==> config.mk <==
export PLATFORM = sky130hd
export DESIGN_NAME = dpsf_fifo_ce
export DESIGN_NICKNAME = d
export VERILOG_FILES = /design/src/rtl/dpsf_fifo_ce.sv
export SDC_FILE = /design/constraint.sdc
export NUM_CORES = 1
export LEC_CHECK = 0
export ABC_AREA = 1
export CAP_MARGIN = 10
export CORE_MARGIN = 2
export CORE_UTILIZATION = 49
export CTS_BUF_LIST = sky130_fd_sc_hd__clkbuf_8
export DETAILED_ROUTE_END_ITERATION = 10
export PLACE_DENSITY = 0.81
export SETUP_SLACK_MARGIN = 0.3
export SYNTH_ARGS = -nofsm -noshare
export SYNTH_HDL_FRONTEND = slang
export SYNTH_SLANG_ARGS = --single-unit
==> constraint.sdc <==
create_clock -name Clk -period 2.15 [get_ports Clk]
set_input_delay 0.43 -clock Clk [delete_from_list [all_inputs] [get_ports Clk]]
set_output_delay 0.43 -clock Clk [all_outputs]
set_load 0.01 [all_outputs]
==> src/rtl/dpsf_fifo_ce.sv <==
// Parametrised single-clock FIFO with registered or first-word-fall-through
// read, programmable almost flags, synchronous clear and sticky error flags.
module dpsf_fifo_ce #(
    parameter int pWidth = 16,
    parameter int pAddr  = 4,
    parameter int pFWFT  = 0,
    parameter int pAFLvl = 12,
    parameter int pAELvl = 4
) (
    input  logic              Clk,
    input  logic              nRst,
    input  logic              Clr,
    input  logic              WE,
    input  logic              RE,
    input  logic [pWidth-1:0] DI,
    output logic [pWidth-1:0] DO,
    output logic              FF,
    output logic              EF,
    output logic              HF,
    output logic              AF,
    output logic              AE,
    output logic              OVF,
    output logic              UNF,
    output logic [pAddr:0]    Cnt
);

    localparam int DEPTH = 1 << pAddr;
    localparam logic [pAddr:0] FULL_C = (pAddr+1)'(DEPTH);
    localparam logic [pAddr:0] HALF_C = (pAddr+1)'(DEPTH / 2);
    localparam logic [pAddr:0] AF_C   = (pAddr+1)'(pAFLvl);
    localparam logic [pAddr:0] AE_C   = (pAddr+1)'(pAELvl);

    logic [pWidth-1:0] mem_q [DEPTH];
    logic [pAddr-1:0]  wa_q, wa_d;
    logic [pAddr-1:0]  ra_q, ra_d;
    logic [pAddr:0]    cnt_q, cnt_d;
    logic              ovf_q, ovf_d;
    logic              unf_q, unf_d;
    logic              rd, wr;

    assign FF  = (cnt_q == FULL_C);
    assign EF  = (cnt_q == '0);
    assign HF  = (cnt_q >= HALF_C);
    assign AF  = (cnt_q >= AF_C);
    assign AE  = (cnt_q <= AE_C);
    assign OVF = ovf_q;
    assign UNF = unf_q;
    assign Cnt = cnt_q;

    // A full FIFO still takes a write when a read frees the slot this cycle
    assign rd = RE & ~EF;
    assign wr = WE & (~FF | rd);

    always_comb begin
        wa_d  = wa_q;
        ra_d  = ra_q;
        cnt_d = cnt_q;
        ovf_d = ovf_q;
        unf_d = unf_q;
        if (Clr) begin
            wa_d  = '0;
            ra_d  = '0;
            cnt_d = '0;
            ovf_d = 1'b0;
            unf_d = 1'b0;
        end else begin
            if (wr) wa_d = wa_q + 1'b1;
            if (rd) ra_d = ra_q + 1'b1;
            if (wr && !rd) cnt_d = cnt_q + 1'b1;
            if (rd && !wr) cnt_d = cnt_q - 1'b1;
            ovf_d = ovf_q | (WE & FF & ~rd);
            unf_d = unf_q | (RE & EF);
        end
    end

    always_ff @(posedge Clk or negedge nRst) begin
        if (!nRst) begin
            wa_q  <= '0;
            ra_q  <= '0;
            cnt_q <= '0;
            ovf_q <= 1'b0;
            unf_q <= 1'b0;
        end else begin
            wa_q  <= wa_d;
            ra_q  <= ra_d;
            cnt_q <= cnt_d;
            ovf_q <= ovf_d;
            unf_q <= unf_d;
        end
    end

    // Storage is not reset; a write racing an asserted reset is dropped
    always_ff @(posedge Clk) begin
        if (nRst && !Clr && wr) mem_q[wa_q] <= DI;
    end

    generate
        if (pFWFT == 0) begin : g_reg_rd
            logic [pWidth-1:0] do_q;
            always_ff @(posedge Clk or negedge nRst) begin
                if (!nRst) begin
                    do_q <= '0;
                end else if (Clr) begin
                    do_q <= '0;
                end else if (rd) begin
                    do_q <= mem_q[ra_q];
                end
            end
            assign DO = do_q;
        end else begin : g_fwft_rd
            assign DO = mem_q[ra_q];
        end
    endgenerate

endmodule

== After elaboration in Yosys (flattened, before gate mapping) ==
Memories as Yosys holds them, arrays and structs flattened.
Cells that the tools add are included.
Word-level totals
  register bits: 31
  RAM bits: 256
  output and inout port bits: 28
  logic and storage cells: 50
  memories kept: 1
Cells by class
  add/subtract/negate cells: 4
  magnitude comparators: 3
  eq/ne operators: 1
  multiplexer cells: 13
  bitwise gates (word level): 11
  reduce and logical (&&, ||, !) cells: 11
Memories
  mem_q: words 16, width 16, read ports 1, clocked after Yosys merged registers in 0, write ports 1, RTL line 33  | logic [pWidth-1:0] mem_q [DEPTH];
Operators with widths (number)
  16-bit 2-to-1 mux: 2
  4-bit 2-to-1 mux: 4
  5-bit 2-to-1 mux: 3
  5-bit by 4-bit greater-or-equal comparator with 1-bit output, second input constant: 2
  4-bit by 1-bit adder with 4-bit output, second input constant: 2
  5-bit by 1-bit adder with 5-bit output, second input constant: 1
  1-bit AND: 5
  5-bit == test, second input constant: 1
  5-bit by 3-bit less-or-equal comparator with 1-bit output, second input constant: 1
  5-bit logical NOT: 1
  5-bit by 1-bit subtractor with 5-bit output, second input constant: 1
  1-bit logical AND: 4
  1-bit 2-to-1 mux: 4
  2-bit nonzero test: 2
  1-bit logical NOT: 3
  1-bit inverter: 3
  1-bit OR: 3
  3-bit nonzero test: 1

== Depth between registers and ports, before layout ==
  word-level depth: 9
  depth in mapped cells: 13

== Worst setup path before layout ==
OpenSTA, ideal clock, no wires.
  kind: input to register
  start: input port Clr
  end: memory mem_q[0][0], enable pin
  setup time: 0.388 ns
  data arrival time: 1.753 ns
  data required time: 1.762 ns
  setup slack: 0.009 ns
  stages on the path: 6
  buffers on the path: 1
  cells stage by stage: buf_2 inv_1 nand2_1 nor2_1 nand2_1 nor2_1
On the way
  longest elaborated chain between the ends: 5
Ends and longest elaborated chain
  start, declared: RTL line 12  | input logic Clr,
  1-bit logical NOT: RTL line 94  | if (nRst && !Clr && wr) mem_q[wa_q] <= DI;
  1-bit logical AND (2 in series): RTL line 94
  1-bit 2-to-1 mux: RTL line 94
  1-bit 2-to-1 mux (implied by the code): RTL line 94
  end, declared: RTL line 33
No other way between the ends.

== Worst setup path after layout ==
  start: register cnt_q[2] (netlist: Cnt[2])
  end: register cnt_q[4] (netlist: Cnt[4])
On the way
  longest elaborated chain between the ends: 9
  elaborated cells on any way between the ends: 17
  classes of those cells: add/sub (2); eq/ne (1); mux (3); bitwise (5); reduce/logical (6)
Ends and longest elaborated chain
  start, declared: RTL line 36  | logic [pAddr:0] cnt_q, cnt_d;
  start signal, assigned: RTL line 86  | cnt_q <= cnt_d;
  5-bit logical NOT: RTL line 42  | assign EF = (cnt_q == '0);
  1-bit inverter: RTL line 51  | assign rd = RE & ~EF;
  1-bit AND: RTL line 51
  1-bit OR: RTL line 52  | assign wr = WE & (~FF | rd);
  1-bit AND: RTL line 52
  1-bit logical NOT: RTL line 70  | if (rd && !wr) cnt_d = cnt_q - 1'b1;
  1-bit logical AND: RTL line 70
  5-bit 2-to-1 mux: RTL line 70
  5-bit 2-to-1 mux: RTL line 60  | if (Clr) begin
Parallel ways exist; a longest one is shown, timed or not. The select of a mux whose other input is x is not followed.
A chain may end at the register's enable or synchronous reset.

==> flow_summary.json <==
{
  "cp-end-kind": "register",
  "synth_area_um2": 12000,
  "layout_min_cycle_time_ps": 2040,
  "antenna_found_initial": 0,
  "synthFlopType": "edfxtp_1",
  "clk_path_buf_depth": 3,
  "area_growth_syn_to_layout_pct": 23.0,
  "num_vias": 8658,
  "clk_latency_ps": 540,
  "clock-sinks": 287,
  "num_antenna_cells": 0,
  "fp.coreArea_um2": 24200,
  "synth_top_area_share_pct": 63.8,
  "arrival_ps": 2470,
  "cap_violations": 0,
  "synth_edf_count": 256,
  "synthMuxAreaShare_pct": 0,
  "syn-num-nets": 1103,
  "drt_iter0_drc": 971,
  "ir_drop_uv": 586,
  "post_drt_wl_per_cell_um": 19.3,
  "rsz0062_at_grt": "yes",
  "rows": 57,
  "avgSynthCellArea_um2": 11.2,
  "p_leak_nw": 6.02,
  "die_x_um": 161,
  "synth_top_family_by_area": "simple AND/OR/NAND/NOR gates",
  "drive_gt1_share_pct": 18.0,
  "timing.final.crit_share_pct": 95.1,
  "yosysWarningCount": 0,
  "maxSlewViolCount": 0,
  "hold_slack_ps": 437,
  "drc_errors": 0,
  "dp_hpwl_um": 18500,
  "synthArstFlopShare_pct": 10.8,
  "clock_skew_ps": 16.7,
  "dp_slack_ps": -38.4,
  "die_y_um": 161,
  "slew_headroom_pct": 55.0,
  "ys_ff_latch": 287,
  "firstDrtPassIters": 6,
  "clock.fmax_mhz": 489,
  "gp_congestion": 0.881,
  "synth_area_leaders": "edfxtp_1, nand2_1, dfrtp_1",
  "tightest_slew_ps": 674,
  "grt_pass1_vias": 8391,
  "power_per_cell_area_nw_per_um2": 991,
  "cts_tree": "built",
  "cp_max_fo": 4,
  "synth.distinct_cells": 31,
  "syn_inst": 1073,
  "htree_levels": 2,
  "overflow": 0,
  "viasPerCell": 5.48,
  "grt_pass1_wl_um": 44500,
  "io_pins": 49,
  "nets": 1252,
  "numPortBuffers": 48,
  "routed_wl_um": 30500,
  "required_ps": 2580,
  "start_kind": "register",
  "grt_use_total_pct": 22.4,
  "synth_most_common_cell": "nand2_1",
  "crit_start": "Cnt[2]",
  "seq_area_frac_synth_pct": 70.2,
  "critPathKind": "register to register",
  "r2r_start": "Cnt[2]",
  "synth_top_area_cell": "edfxtp_1",
  "cts_root_buffer": "clkbuf_8",
  "initial_core_util_pct": 49.7,
  "hold_buffers": 0,
  "yosys-top-cells-count": "nand2_1, edfxtp_1, nand3_1, nor2_1, inv_1",
  "fin_ws_ps": 106,
  "synth_compound_area_share_pct": 2.76,
  "clk_pin_slew_ps": 70,
  "status": "finished, final reports clean",
  "synth_fa_ha_area_share_pct": 0.997,
  "die-area_um2": 25900,
  "hold_violations": 0,
  "grt_max_degree": 53,
  "hp-class": "input pin to asynchronous set/reset pin",
  "synth-simple-area-share_pct": 20.8,
  "synth_xor_area_share_pct": 0.291,
  "setup_viol": 0,
  "numCtsBuffers": 43,
  "ant_nets": 0
}
[state kept, by name (all words and copies together) (netlist names)]
signal  count
mem_q     256
wa_q        4
OVF         1
ra_q        4
DO         16
UNF         1
Cnt         5
[through the flow]
| stage | setup TNS (ps) | instances | util, % | cell area [um2] | power (mW) |
|---|---|---|---|---|---|
| floorplan | 0 | 1073 | - | 12100 | 8.69 |
| global placement | -23.7 | 1467 | 55.1 | 13400 | 9.79 |
| detailed placement | -466 | 1467 | 55.1 | 13400 | 9.88 |
| CTS | 0 | 1556 | 58.8 | 14300 | 14.3 |
| global route | 0 | 1579 | 61.1 | 14800 | 15.3 |
| finish | 0 | 1579 | 61.1 | 14800 | 14.7 |
[worst max-delay path, stage by stage (launching register included)]
cell and delay (ps):
dfrtp_2 430, clkinvlp_4 160, nand3_4 120, buf_6 110
nand3b_4 110, fa_2 360, nand3b_1 200, nand2_1 110
nand2_1 80, nand3_1 90, nand2_1 50, nand2_1 60
nand2_1 50
[cells in the final DEF, fill, tap and decap left out, types with 5 or more instances in the layout]
cell type and instances:
buf_12 10, buf_4 50, buf_6 43, clkbuf_8 45, clkdlybuf4s50_1 20, clkinv_1 11, clkinv_2 8, dfrtp_1 27
dlygate4sd2_1 20, edfxtp_1 256, ha_1 5, inv_1 67, nand2_1 366, nand3_1 117, nand3b_1 14, nor2_1 65
nor2_4 19, o211ai_1 19, o21ai_0 19, o21ai_1 10
[logic make-up (layout without fill, tap and decap cells)]
family          Yosys count  after routing
compound gates           56             56
xor+xnor                  4              4
flops                   287            287
buf+inv                 117            299
fa+ha+maj                 9              9
simple gates            600            600
[final timing paths]
kind / endpoint / slack, ps / cells past startpoint
setup / recovery: Cnt[4] / 110 / 12
hold / removal: Cnt[3] / 440 / 2
setup reg to reg: Cnt[4] / 110 / 12
hold reg to reg: DO[2] / 480 / 2
max in group asynchronous: ra_q[0] / 1380 / 2
min in group Clk: DO[2] / 480 / 2
[area by class of cell]
cell class,count,area [um2]
inverter,65,254
multi-input combinational,669,3260
fill,1758,9430
clock buffer,45,619
clock inverter,33,241
timing repair buffer,156,1570
sequential,287,8470
tap,324,405
[report_power, final]
| part | total, mW | internal, mW | switching, mW |
|---|---|---|---|
| clock | 4.46 | 2.43 | 2.03 |
| combinational | 3.80 | 1.41 | 2.39 |
| sequential | 6.43 | 6.27 | 0.165 |
[layer usage]
| metal | vias to the layer above | routed length [um] | GRT usage (%) |
|---|---|---|---|
| met5 | - | 0 | 0 |
| met4 | 0 | 1210 | 10.6 |
| met3 | 101 | 2470 | 2.94 |
| met2 | 528 | 15200 | 38.0 |
| met1 | 4089 | 11600 | 28.7 |
| li1 | 3940 | - | - |
[what timing repair did]
item                       CTS  global route
pin swaps                    7            11
buffers inserted            11            13
gates resized for setup     49           105
setup endpoints to repair   31           281
gates cloned                 0            10
(Power assumes the default switching activity.)
